--- src/rtl/alu_op_sequencer_pkg.sv ---
// Shared state, opcode and IR-field definitions for alu_op_sequencer.
// MULDIV_EN adds the MUL/DIV opcodes and the T6 (HI write-back) state.
package alu_seq_pkg;

  localparam int OPC_W = 5;

  typedef enum logic [3:0] {
    ST_IDLE = 4'd0,
    ST_T0   = 4'd1,
    ST_T1   = 4'd2,
    ST_T2   = 4'd3,
    ST_T3   = 4'd4,
    ST_T4   = 4'd5,
    ST_T5   = 4'd6,
`ifdef MULDIV_EN
    ST_T6   = 4'd7,
`endif
    ST_ILL  = 4'd8
  } state_e;

  typedef struct packed {
    logic pc_out;
    logic mar_in;
    logic inc_pc;
    logic pc_in;
    logic read;
    logic mdr_in;
    logic mdr_out;
    logic ir_in;
    logic y_in;
    logic z_in;
    logic zlow_out;
    logic zhi_out;
  } strobe_t;

  localparam strobe_t STRB_NONE = 12'h000;

  localparam logic [OPC_W-1:0] OP_AND = 5'b00011;
  localparam logic [OPC_W-1:0] OP_OR  = 5'b00100;
  localparam logic [OPC_W-1:0] OP_ADD = 5'b00101;
  localparam logic [OPC_W-1:0] OP_SUB = 5'b00110;
  localparam logic [OPC_W-1:0] OP_SHR = 5'b00111;
  localparam logic [OPC_W-1:0] OP_SHL = 5'b01000;
  localparam logic [OPC_W-1:0] OP_ROR = 5'b01001;
  localparam logic [OPC_W-1:0] OP_ROL = 5'b01010;
  localparam logic [OPC_W-1:0] OP_NEG = 5'b01011;
  localparam logic [OPC_W-1:0] OP_NOT = 5'b01100;
  localparam logic [OPC_W-1:0] OP_MUL = 5'b01111;
  localparam logic [OPC_W-1:0] OP_DIV = 5'b10000;

  // Register fields sit directly below the opcode, Ra first.
  function automatic int ra_lsb(input int data_w, input int opcode_w, input int idx_w);
    return data_w - opcode_w - idx_w;
  endfunction

  function automatic int rb_lsb(input int data_w, input int opcode_w, input int idx_w);
    return data_w - opcode_w - 2 * idx_w;
  endfunction

  function automatic int rc_lsb(input int data_w, input int opcode_w, input int idx_w);
    return data_w - opcode_w - 3 * idx_w;
  endfunction

  function automatic logic op_legal(input logic [OPC_W-1:0] op);
    case (op)
      OP_AND, OP_OR, OP_ADD, OP_SUB, OP_SHR,
      OP_SHL, OP_ROR, OP_ROL, OP_NEG, OP_NOT: op_legal = 1'b1;
`ifdef MULDIV_EN
      OP_MUL, OP_DIV: op_legal = 1'b1;
`endif
      default: op_legal = 1'b0;
    endcase
  endfunction

  function automatic logic op_unary(input logic [OPC_W-1:0] op);
    return (op == OP_NEG) || (op == OP_NOT);
  endfunction

  function automatic logic op_muldiv(input logic [OPC_W-1:0] op);
    return (op == OP_MUL) || (op == OP_DIV);
  endfunction

endpackage

--- src/rtl/alu_op_sequencer_reg_onehot_dec.sv ---
// Register index to one-hot strobe decoder; all zeros when not enabled.
module reg_onehot_dec #(
  parameter int NUM_REGS = 16,
  parameter int IDX_W    = $clog2(NUM_REGS)
) (
  input  logic [IDX_W-1:0]    idx,
  input  logic                en,
  output logic [NUM_REGS-1:0] onehot
);

  // One-hot decode of the register index.
  always_comb begin
    onehot = {NUM_REGS{1'b0}};
    for (int i = 0; i < NUM_REGS; i++) begin
      if (en && (idx == IDX_W'(i))) onehot[i] = 1'b1;
      else onehot[i] = 1'b0;
    end
  end

endmodule

--- src/rtl/alu_op_sequencer.sv ---
// Hardwired Moore control sequencer: fetch T0-T2, ALU execute T3-T5 (T6 for 64-bit results).
// Define MULDIV_EN to make MUL/DIV legal with the LO (T5) / HI (T6) write-back steps.
module alu_op_sequencer
  import alu_seq_pkg::*;
#(
  parameter int DATA_W   = 32,
  parameter int NUM_REGS = 16,
  parameter int OPCODE_W = 5,
  parameter int CNT_W    = 16
) (
  input  logic                Clock,
  input  logic                Clear,
  input  logic                Run,
  input  logic [DATA_W-1:0]   IR,
  output logic                PCout,
  output logic                MARin,
  output logic                IncPC,
  output logic                PCin,
  output logic                Read,
  output logic                MDRin,
  output logic                MDRout,
  output logic                IRin,
  output logic                Yin,
  output logic                Zin,
  output logic                Zlowout,
  output logic                Zhiout,
  output logic                HIin,
  output logic                LOin,
  output logic [NUM_REGS-1:0] Rout,
  output logic [NUM_REGS-1:0] Rin,
  output logic [OPCODE_W-1:0] AluOp,
  output logic                Busy,
  output logic                Done,
  output logic                Illegal,
  output logic [CNT_W-1:0]    InstrCount
);

  localparam int REG_IDX_W = $clog2(NUM_REGS);
  localparam int RA_LSB    = ra_lsb(DATA_W, OPCODE_W, REG_IDX_W);
  localparam int RB_LSB    = rb_lsb(DATA_W, OPCODE_W, REG_IDX_W);
  localparam int RC_LSB    = rc_lsb(DATA_W, OPCODE_W, REG_IDX_W);

  state_e                 state_r;
  state_e                 nxt_s;
  strobe_t                strb_r;
  strobe_t                nxt_strb_s;
  logic [OPC_W-1:0]       op_r;
  logic [OPC_W-1:0]       ir_op_s;
  logic [OPC_W-1:0]       nxt_aluop_s;
  logic [REG_IDX_W-1:0]   ra_r;
  logic [REG_IDX_W-1:0]   rc_r;
  logic [REG_IDX_W-1:0]   ir_ra_s;
  logic [REG_IDX_W-1:0]   ir_rb_s;
  logic [REG_IDX_W-1:0]   ir_rc_s;
  logic [REG_IDX_W-1:0]   rout_idx_s;
  logic [REG_IDX_W-1:0]   rin_idx_s;
  logic                   rout_en_s;
  logic                   rin_en_s;
  logic                   nxt_done_s;
  logic                   nxt_ill_s;
  logic [NUM_REGS-1:0]    rout_dec_s;
  logic [NUM_REGS-1:0]    rin_dec_s;
  logic                   unused_ir_s;
`ifdef MULDIV_EN
  logic                   nxt_hi_s;
  logic                   nxt_lo_s;
`endif

  assign ir_op_s     = OPC_W'(IR[DATA_W-1 -: OPCODE_W]);
  assign ir_ra_s     = IR[RA_LSB +: REG_IDX_W];
  assign ir_rb_s     = IR[RB_LSB +: REG_IDX_W];
  assign ir_rc_s     = IR[RC_LSB +: REG_IDX_W];
  assign unused_ir_s = ^IR[RC_LSB-1:0];

  assign PCout   = strb_r.pc_out;
  assign MARin   = strb_r.mar_in;
  assign IncPC   = strb_r.inc_pc;
  assign PCin    = strb_r.pc_in;
  assign Read    = strb_r.read;
  assign MDRin   = strb_r.mdr_in;
  assign MDRout  = strb_r.mdr_out;
  assign IRin    = strb_r.ir_in;
  assign Yin     = strb_r.y_in;
  assign Zin     = strb_r.z_in;
  assign Zlowout = strb_r.zlow_out;
  assign Zhiout  = strb_r.zhi_out;
`ifndef MULDIV_EN
  assign HIin    = 1'b0;
  assign LOin    = 1'b0;
`endif

  // Next-state logic; Run only matters in IDLE and at the final execute step.
  always_comb begin
    nxt_s = state_r;
    case (state_r)
      ST_IDLE: if (Run) nxt_s = ST_T0; else nxt_s = ST_IDLE;
      ST_T0:   nxt_s = ST_T1;
      ST_T1:   nxt_s = ST_T2;
      ST_T2:   nxt_s = ST_T3;
      ST_T3:   if (op_legal(op_r)) nxt_s = ST_T4; else nxt_s = ST_ILL;
      ST_T4:   nxt_s = ST_T5;
`ifdef MULDIV_EN
      ST_T5: begin
        if (op_muldiv(op_r)) nxt_s = ST_T6;
        else if (Run) nxt_s = ST_T0;
        else nxt_s = ST_IDLE;
      end
      ST_T6:   if (Run) nxt_s = ST_T0; else nxt_s = ST_IDLE;
`else
      ST_T5:   if (Run) nxt_s = ST_T0; else nxt_s = ST_IDLE;
`endif
      ST_ILL:  nxt_s = ST_IDLE;
      default: nxt_s = ST_IDLE;
    endcase
  end

  // Output decode from the next state; the T3 decode reads IR directly since the fields latch on that same edge.
  always_comb begin
    nxt_strb_s  = STRB_NONE;
    nxt_aluop_s = {OPC_W{1'b0}};
    rout_en_s   = 1'b0;
    rout_idx_s  = {REG_IDX_W{1'b0}};
    rin_en_s    = 1'b0;
    rin_idx_s   = {REG_IDX_W{1'b0}};
    nxt_done_s  = 1'b0;
    nxt_ill_s   = 1'b0;
`ifdef MULDIV_EN
    nxt_hi_s    = 1'b0;
    nxt_lo_s    = 1'b0;
`endif
    case (nxt_s)
      ST_T0: begin
        nxt_strb_s.pc_out = 1'b1;
        nxt_strb_s.mar_in = 1'b1;
        nxt_strb_s.inc_pc = 1'b1;
        nxt_strb_s.z_in   = 1'b1;
      end
      ST_T1: begin
        nxt_strb_s.zlow_out = 1'b1;
        nxt_strb_s.pc_in    = 1'b1;
        nxt_strb_s.read     = 1'b1;
        nxt_strb_s.mdr_in   = 1'b1;
      end
      ST_T2: begin
        nxt_strb_s.mdr_out = 1'b1;
        nxt_strb_s.ir_in   = 1'b1;
      end
      ST_T3: begin
        if (op_legal(ir_op_s) && !op_unary(ir_op_s)) begin
          rout_en_s       = 1'b1;
          rout_idx_s      = ir_rb_s;
          nxt_strb_s.y_in = 1'b1;
        end else begin
          rout_en_s = 1'b0;
        end
      end
      ST_T4: begin
        rout_en_s       = 1'b1;
        rout_idx_s      = rc_r;
        nxt_strb_s.z_in = 1'b1;
        nxt_aluop_s     = op_r;
      end
      ST_T5: begin
        nxt_strb_s.zlow_out = 1'b1;
`ifdef MULDIV_EN
        if (op_muldiv(op_r)) begin
          nxt_lo_s = 1'b1;
        end else begin
          rin_en_s   = 1'b1;
          rin_idx_s  = ra_r;
          nxt_done_s = 1'b1;
        end
`else
        rin_en_s   = 1'b1;
        rin_idx_s  = ra_r;
        nxt_done_s = 1'b1;
`endif
      end
`ifdef MULDIV_EN
      ST_T6: begin
        nxt_strb_s.zhi_out = 1'b1;
        nxt_hi_s           = 1'b1;
        nxt_done_s         = 1'b1;
      end
`endif
      ST_ILL:  nxt_ill_s  = 1'b1;
      default: nxt_strb_s = STRB_NONE;
    endcase
  end

  reg_onehot_dec #(.NUM_REGS(NUM_REGS), .IDX_W(REG_IDX_W)) u_rout_dec (
    .idx    (rout_idx_s),
    .en     (rout_en_s),
    .onehot (rout_dec_s)
  );

  reg_onehot_dec #(.NUM_REGS(NUM_REGS), .IDX_W(REG_IDX_W)) u_rin_dec (
    .idx    (rin_idx_s),
    .en     (rin_en_s),
    .onehot (rin_dec_s)
  );

  // State, latched instruction fields, registered outputs and retired-instruction counter.
  always_ff @(posedge Clock) begin
    if (Clear) begin
      state_r    <= ST_IDLE;
      strb_r     <= STRB_NONE;
      op_r       <= {OPC_W{1'b0}};
      ra_r       <= {REG_IDX_W{1'b0}};
      rc_r       <= {REG_IDX_W{1'b0}};
      Rout       <= {NUM_REGS{1'b0}};
      Rin        <= {NUM_REGS{1'b0}};
      AluOp      <= {OPCODE_W{1'b0}};
      Busy       <= 1'b0;
      Done       <= 1'b0;
      Illegal    <= 1'b0;
      InstrCount <= {CNT_W{1'b0}};
`ifdef MULDIV_EN
      HIin       <= 1'b0;
      LOin       <= 1'b0;
`endif
    end else begin
      state_r <= nxt_s;
      strb_r  <= nxt_strb_s;
      if (state_r == ST_T2) begin
        op_r <= ir_op_s;
        ra_r <= ir_ra_s;
        rc_r <= ir_rc_s;
      end
      Rout    <= rout_dec_s;
      Rin     <= rin_dec_s;
      AluOp   <= OPCODE_W'(nxt_aluop_s);
      Busy    <= (nxt_s != ST_IDLE);
      Done    <= nxt_done_s;
      Illegal <= nxt_ill_s;
      if (nxt_done_s) InstrCount <= InstrCount + CNT_W'(1);
`ifdef MULDIV_EN
      HIin    <= nxt_hi_s;
      LOin    <= nxt_lo_s;
`endif
    end
  end

endmodule

--- config.mk ---
export PLATFORM = sky130hd
export DESIGN_NAME = alu_op_sequencer
export DESIGN_NICKNAME = d
export VERILOG_FILES = /design/src/rtl/alu_op_sequencer_pkg.sv /design/src/rtl/alu_op_sequencer_reg_onehot_dec.sv /design/src/rtl/alu_op_sequencer.sv
export SDC_FILE = /design/constraint.sdc
export NUM_CORES = 1
export LEC_CHECK = 0
export BUFFER_PORTS_ARGS = -buffer_cell sky130_fd_sc_hd__buf_4
export CAP_MARGIN = 0
export CORE_MARGIN = 2
export CORE_UTILIZATION = 50
export DETAILED_ROUTE_END_ITERATION = 6
export GPL_ROUTABILITY_DRIVEN = 0
export HOLD_SLACK_MARGIN = 0.08
export MAX_ROUTING_LAYER = met4
export PLACE_DENSITY = 0.75
export SYNTH_ARGS = -nofsm -noshare
export SYNTH_HDL_FRONTEND = slang
export SYNTH_HIERARCHICAL = 1
export SYNTH_SLANG_ARGS = --single-unit
--- constraint.sdc ---
create_clock -name Clock -period 6.2 [get_ports Clock]
set_input_delay 1.86 -clock Clock [delete_from_list [all_inputs] [get_ports Clock]]
set_output_delay 1.86 -clock Clock [all_outputs]
set_load 0.005 [all_outputs]
**Word-level counts from Yosys, hierarchy flattened**

Memories as Yosys holds them, arrays and structs flattened. A register that Yosys moved wholly into a read port is not among the register bits.
Cells that the tools add are included.

- Bits in writable memories: 0
- Flip-flop bits (word level): 85
- Bits in latches: 0
- Output and inout bits: 70
- Memories kept: 2
- Word-level logic and storage cells: 170
- Bits in read-only memories: 32
- Input port bits: 35

- Divide/modulo/power cells: 0
- Reduce and logical (&&, ||, !) cells: 44
- Multiply operators: 0
- Eq/ne operators: 45
- Multiplexer cells: 53
- Add/subtract/negate cells: 1
- Shifts and indexed selects: 0
- Bitwise operators: 2
- Magnitude comparators: 0

Memories:

| name | depth | bits a word | rd ports | clocked after memory_dff | write ports | RTL line | RTL |
|---|---|---|---|---|---|---|---|
| (no name shown) | 16 | 1 | 1 | 0 | 0 | alu_op_sequencer_pkg.sv:65 | `case (op)` |
| (no name shown) | 16 | 1 | 1 | 1 | 0 | alu_op_sequencer_pkg.sv:65 |  |

Operators by type and width:

| kind | count |
|---|---|
| == test 4 bit (second input constant) | 17 |
| == test 4 x 3 -> 1 bit (second input constant) | 14 |
| two-way mux 1 bit | 42 |
| logical AND 1 bit | 33 |
| == test 4 x 2 -> 1 bit (second input constant) | 8 |
| case mux 4 bit (6 select lines) | 1 |
| two-way mux 4 bit | 5 |
| adder 16 x 1 -> 16 bit (second input constant) | 1 |
| == test 4 x 1 -> 1 bit (second input constant) | 4 |
| logical NOT 4 bit | 3 |
| == test 5 x 4 -> 1 bit (second input constant) | 2 |
| OR reduction 2 bit | 5 |
| case mux 4 bit (2 select lines) | 1 |
| two-way mux 3 bit | 2 |
| nonzero test 4 bit | 1 |
| two-way mux 2 bit | 1 |
| NOT 1 bit | 2 |
| case mux 1 bit (2 select lines) | 1 |
| logical NOT 1 bit | 1 |
| logical OR 1 bit | 1 |

**Logic depth before layout (Yosys ltp)**

- Depth in word-level cells: 12
- Depth in mapped cells: 9
- Mapped depth without buffers: 7

**Modules after synthesis**

The synthesis kept the hierarchy.

By module, submodules not included:

| module | sequential area each (um^2) | area an instance (um^2) | instances | cells an instance |
|---|---|---|---|---|
| alu_op_sequencer | 1601.5 | 2884.0 | 1 | 301 |
| reg_onehot_dec | 0.0 | 117.6 | 2 | 23 |

**Worst setup path after synthesis**

Ideal clock, no wire load.

- Path kind: input port to flip-flop
- Start point: input IR[28]
- End point: register Rout[0]
- Path buffers: 0
- Setup time: 0.066 ns
- Data required time: 6.134 ns
- Slack: 2.900 ns
- Arrival time: 3.234 ns
- Cell stages on the path: 7
- Cells stage by stage: a21oi_1 > xor2_1 > nor3_2 > a22o_1 > or3b_4 > nor3_2 > nor2b_1

- Cells in the longest elaborated chain, start to end: 9
- Elaborated cells on any way between the ends: 15
- Those cells by class: eq/ne: 2; mux: 7; reduce/logical: 5; memory: 1

RTL lines:

| what | RTL line | RTL |
|---|---|---|
| start: declaration | alu_op_sequencer.sv:14 | `input logic [DATA_W-1:0] IR,` |
| memory read (16 x 1 bit) / == test 5 x 4 -> 1 bit (equally long branches) | n/a |  |
| two-way mux 1 bit / logical OR 1 bit (equally long branches) | alu_op_sequencer_pkg.sv:65, alu_op_sequencer_pkg.sv:76 |  |
| two-way mux 1 bit / logical NOT 1 bit (equally long branches) | alu_op_sequencer.sv:131, alu_op_sequencer.sv:149 |  |
| logical AND 1 bit * | alu_op_sequencer.sv:149 | `if (op_legal(ir_op_s) && !op_unary(ir_op_s)) begin` |
| two-way mux 4 bit * | alu_op_sequencer.sv:149 |  |
| case mux 4 bit (2 select lines) * | alu_op_sequencer.sv:131 | `case (nxt_s)` |
| named net rout_idx_s[3] | alu_op_sequencer.sv:55 | `logic [REG_IDX_W-1:0] rout_idx_s;` |
| logical NOT 4 bit * | alu_op_sequencer_reg_onehot_dec.sv:15 | `if (en && (idx == IDX_W'(i))) onehot[i] = 1'b1;` |
| logical AND 1 bit * | alu_op_sequencer_reg_onehot_dec.sv:15 |  |
| two-way mux 1 bit * | alu_op_sequencer_reg_onehot_dec.sv:15 |  |
| named net rout_dec_s[0] | alu_op_sequencer.sv:61 | `logic [NUM_REGS-1:0] rout_dec_s;` |
| end signal: assignment | alu_op_sequencer.sv:211 | `Rout <= {NUM_REGS{1'b0}};` |
| end signal: assignment | alu_op_sequencer.sv:230 | `Rout <= rout_dec_s;` |
| end: declaration | alu_op_sequencer.sv:29 | `output logic [NUM_REGS-1:0] Rout,` |

The timed path passes the listed nets; every way through them passes the cells marked *. The select of a mux whose other input is x is not followed.
A chain may end at the register's enable or synchronous reset.

**Final worst setup path**

- Start point: input IR[28]
- End point: register Rout[0]

- Elaborated cells on any way between the ends: 15
- Those cells by class: eq/ne: 2; mux: 7; reduce/logical: 5; memory: 1

RTL lines:

| what | RTL line | RTL |
|---|---|---|
| memory read (16 x 1 bit) / == test 5 x 4 -> 1 bit (equally long branches) | n/a |  |
| two-way mux 1 bit / logical OR 1 bit (equally long branches) | alu_op_sequencer_pkg.sv:65, alu_op_sequencer_pkg.sv:76 |  |
| two-way mux 1 bit / logical NOT 1 bit (equally long branches) | alu_op_sequencer.sv:131, alu_op_sequencer.sv:149 |  |
| logical AND 1 bit * | alu_op_sequencer.sv:149 |  |
| two-way mux 1 bit * | alu_op_sequencer.sv:149 |  |
| case mux 1 bit (2 select lines) * | alu_op_sequencer.sv:131 |  |
| named net rout_en_s | alu_op_sequencer.sv:57 | `logic rout_en_s;` |
| logical AND 1 bit * | alu_op_sequencer_reg_onehot_dec.sv:15 |  |
| two-way mux 1 bit * | alu_op_sequencer_reg_onehot_dec.sv:15 |  |
| named net rout_dec_s[0] | alu_op_sequencer.sv:61 |  |

Marks and branches as above.

==> key figures <==
Route
  – Initial drt markers: 70
  – Via count: 2501
  – First drt pass iteration count: 4
  – WL/cell: 12.3 um
  – DRC Markers: 0
  – Antenna-violating nets left: 0
  – Drt total wl: 6.19 mm
  – Vias per cell: 4.98

Timing
  – Finish-stage setup viols: 0
  – Fin crit period: 3.28 ns
  – Clock Skews: 0.00864 ns
  – Period utilization: 0.529
  – RSZ-0062 raised after global routing: no
  – Rel. slew slack: 0.394
  – Worst-Margin Slew: 0.905 ns
  – Final setup TNS: 0 ns
  – Pins Over Slew Limit: 0
  – Final Hold Viols: 0
  – Fmax: 305 MHz

Clock network
  – TritonCTS clock tree: done
  – CTS resizes: 0
  – Clock-pin slew on the worst setup and hold paths: 0.08 ns
  – Setup bufs post-CTS: 0
  – Clk root buf: clkbuf_8
  – TritonCTS Sinks: 80
  – Hold_buf cts: 0
  – CTS buffer count: 9
  – Skew-Pair Late Insertion Delay: 0.34 ns
  – Max clock buf depth: 2
  – Clock H-tree levels: 3

Critical path
  – Crit path DAT: 3.55 ns
  – WP buf/inv: 1
  – Critical-path cell list: buf_4, a21oi_1, xor2_1, nor3_2, nand2b_1, or3b_4, nor3_2, nor2b_1
  – Setup crit start: IR[28]
  – Cell mode on critical path: nor3_2
  – CP endpoint: Rout[0]
  – Startpoint types: input pin
  – Crit Path Class: in2reg
  – R2R cell count: 7
  – Top delay family on crit path: simple AND/OR/NAND/NOR gates
  – FF-to-FF Start: state_r[1]
  – Reg-to-Reg End: Rout[0]
  – CP Capture Type: flop
  – Crit-path slowest cell: or3b_4
  – WP data required: 6.47 ns
  – Number of stages on the worst setup path: 8
  – Internal reg-to-reg setup slack: 3.51 ns
  – Max incr delay on CP: 0.43 ns
  – CP max FO: 5

Synthesis
  – Dominant register cell in the synthesized netlist: dfxtp_1
  – EDFF count, synth: 0
  – Synth cell count leaders: dfxtp_1 (80), nor2_1 (43), nand2_1 (37), nor2b_1 (36), a21oi_1 (20)
  – Unique masters post-synth: 44
  – Syn Std Cell Area: 3120 um2
  – Share of the synthesized area in the top cell type: 0.513
  – Ys async rst share: 0
  – Post-synthesis instance total: 347
  – Synth top area cells: dfxtp_1 (51%), nor2b_1 (7.2%), nor2_1 (5.2%)
  – Count leader, synth: dfxtp_1
  – Synthesized area per cell: 8.99 um2
  – Synth area leader: dfxtp_1
  – Sequential fraction of the synthesis area: 0.513
  – Yosys reg bits: 80
  – Ys Warns: 6

Global route
  – Initial antenna violation count: 0
  – Pin count of the biggest net entering global routing: 74
  – Overflow left after global routing: 0
  – Global-route wire length before repair: 9.90 mm
  – Tot GR Track Use: 0.181
  – Number of global-route vias before repair: 2224

Pwr
  – Leakage power: 1.64 nW
  – Peak supply drop: 0.000170 V
  – Pwr Density: 239 nW/um2

Die
  – Core area: 5990 um2
  – Placement row count: 28
  – Boundary Pins: 105
  – Horiz. Die Dim: 83.0 um
  – Die area: 6890 um2
  – Die H: 83.0 um
  – Starting Density: 0.521

Placement
  – IO buf count: 86
  – Inst Count DP: 487
  – Detailed-placement wirelength estimate: 4.35 mm

Layout
  – Final nets: 459
  – Fillers: 529
  – Final Non-Filler Cells: 502
  – Diode count: 0
  – Layout cells sized above 1: 0.265
  – Area delta synth->final: 26.0%

Job
  – MaxCap Viol Count: 0

Hold path
  – Hold/Removal Path Class: reg2reg

Outcome
  – Status: finished, final reports clean
layout make-up:
class	instances	area, um2	share of cell area
Clock inverter	4	45.0	0.0115
Sequential cell	80	1600	0.407
Clock buffer	11	141	0.0360
Timing Repair Buffer	86	646	0.164
Tap cell	75	93.8	0.0239
Multi-Input combinational cell	244	1400	0.355
Inverter	2	8.76	0.00223
worst min-delay path by stage:
stage	start	to	slack, ns	cells past startpoint
6_report	ra_r[2]	ra_r[2]	0.45	2
4_1_cts	ra_r[2]	ra_r[2]	0.45	2
3_5_place_dp	ra_r[2]	ra_r[2]	0.44	2
3_3_place_gp	ra_r[2]	ra_r[2]	0.44	2
2_1_floorplan	ra_r[0]	ra_r[0]	0.43	2
5_1_grt	ra_r[2]	ra_r[2]	0.48	2
state kept, by name, summed over array words and instances (netlist names), 4 cells and up, named ones only:
signal,flops
rc_r,4
InstrCount,16
AluOp,5
state_r,4
op_r,5
Rin,16
Rout,16
ra_r,4
layout by cell type, fill, tap and decap left out, types with 2 or more instances in the layout:
| master | Yosys | routed |
|---|---|---|
| nand2b_1 | 8 | 8 |
| conb_1 | 1 | 4 |
| clkbuf_8 | 0 | 10 |
| nor3_2 | 3 | 3 |
| xor2_1 | 10 | 10 |
| or4_1 | 3 | 3 |
| o211ai_1 | 2 | 2 |
| o21ai_0 | 4 | 4 |
| o31ai_1 | 2 | 2 |
| a21oi_1 | 20 | 20 |
| buf_4 | 8 | 86 |
| a22o_1 | 4 | 4 |
| and2_1 | 9 | 9 |
| dfxtp_1 | 80 | 80 |
| nor4_1 | 3 | 3 |
| or3b_4 | 3 | 3 |
| nor3_1 | 11 | 11 |
| nand2_1 | 37 | 37 |
| nor2b_1 | 36 | 36 |
| nand3b_1 | 5 | 5 |
| and3_1 | 3 | 3 |
| clkinv_2 | 1 | 4 |
| nand3_1 | 11 | 11 |
| and4_1 | 3 | 3 |
| or3_1 | 2 | 2 |
| nand4_1 | 5 | 5 |
| nor2_1 | 43 | 43 |
tightest hold or removal path: stages, from the launching register on:
cell and delay, ns:
dfxtp_1 0.31, nand2_1 0.05, a21oi_1 0.05
report_power, final:
| part | switching [mW] | internal (mW) | total, mW |
|---|---|---|---|
| sequential | 0.00683 | 0.520 | 0.527 |
| clock | 0.173 | 0.193 | 0.366 |
| combinational | 0.0239 | 0.0233 | 0.0472 |
metrics by stage:
stage	instance area (um2)	worst slack (ns)	util	power (mW)	hold WS [ns]
final	3930	2.92	0.656	0.940	0.450
after global routing	3930	2.80	0.656	0.978	0.475
after CTS	3930	2.94	0.656	0.952	0.453
after detailed placement	3740	2.58	0.625	0.587	0.442
after global placement	3740	2.62	0.625	0.585	0.439
after floorplan	3130	2.90	-	0.569	0.432
layer usage:
| layer | global-route usage | vias to the layer above | part of all wire |
|---|---|---|---|
| met5 | - | - | 0 |
| met3 | 0.0507 | 9 | 0.052 |
| met4 | 0.0760 | 0 | 0.018 |
| met2 | 0.297 | 70 | 0.49 |
| met1 | 0.208 | 1126 | 0.44 |
| li1 | - | 1296 | - |
logic make-up after synthesis:
logic type	Yosys count	share of synthesized area
xor+xnor	11	0.0309
other cells	1	0.00120
mux	2	0.00682
compound gates	36	0.0698
buf+inv	26	0.0445
flops	80	0.513
fa+ha+maj	1	0.00401
simple gates	190	0.329
Note: power is estimated with default switching activity, not from simulation.
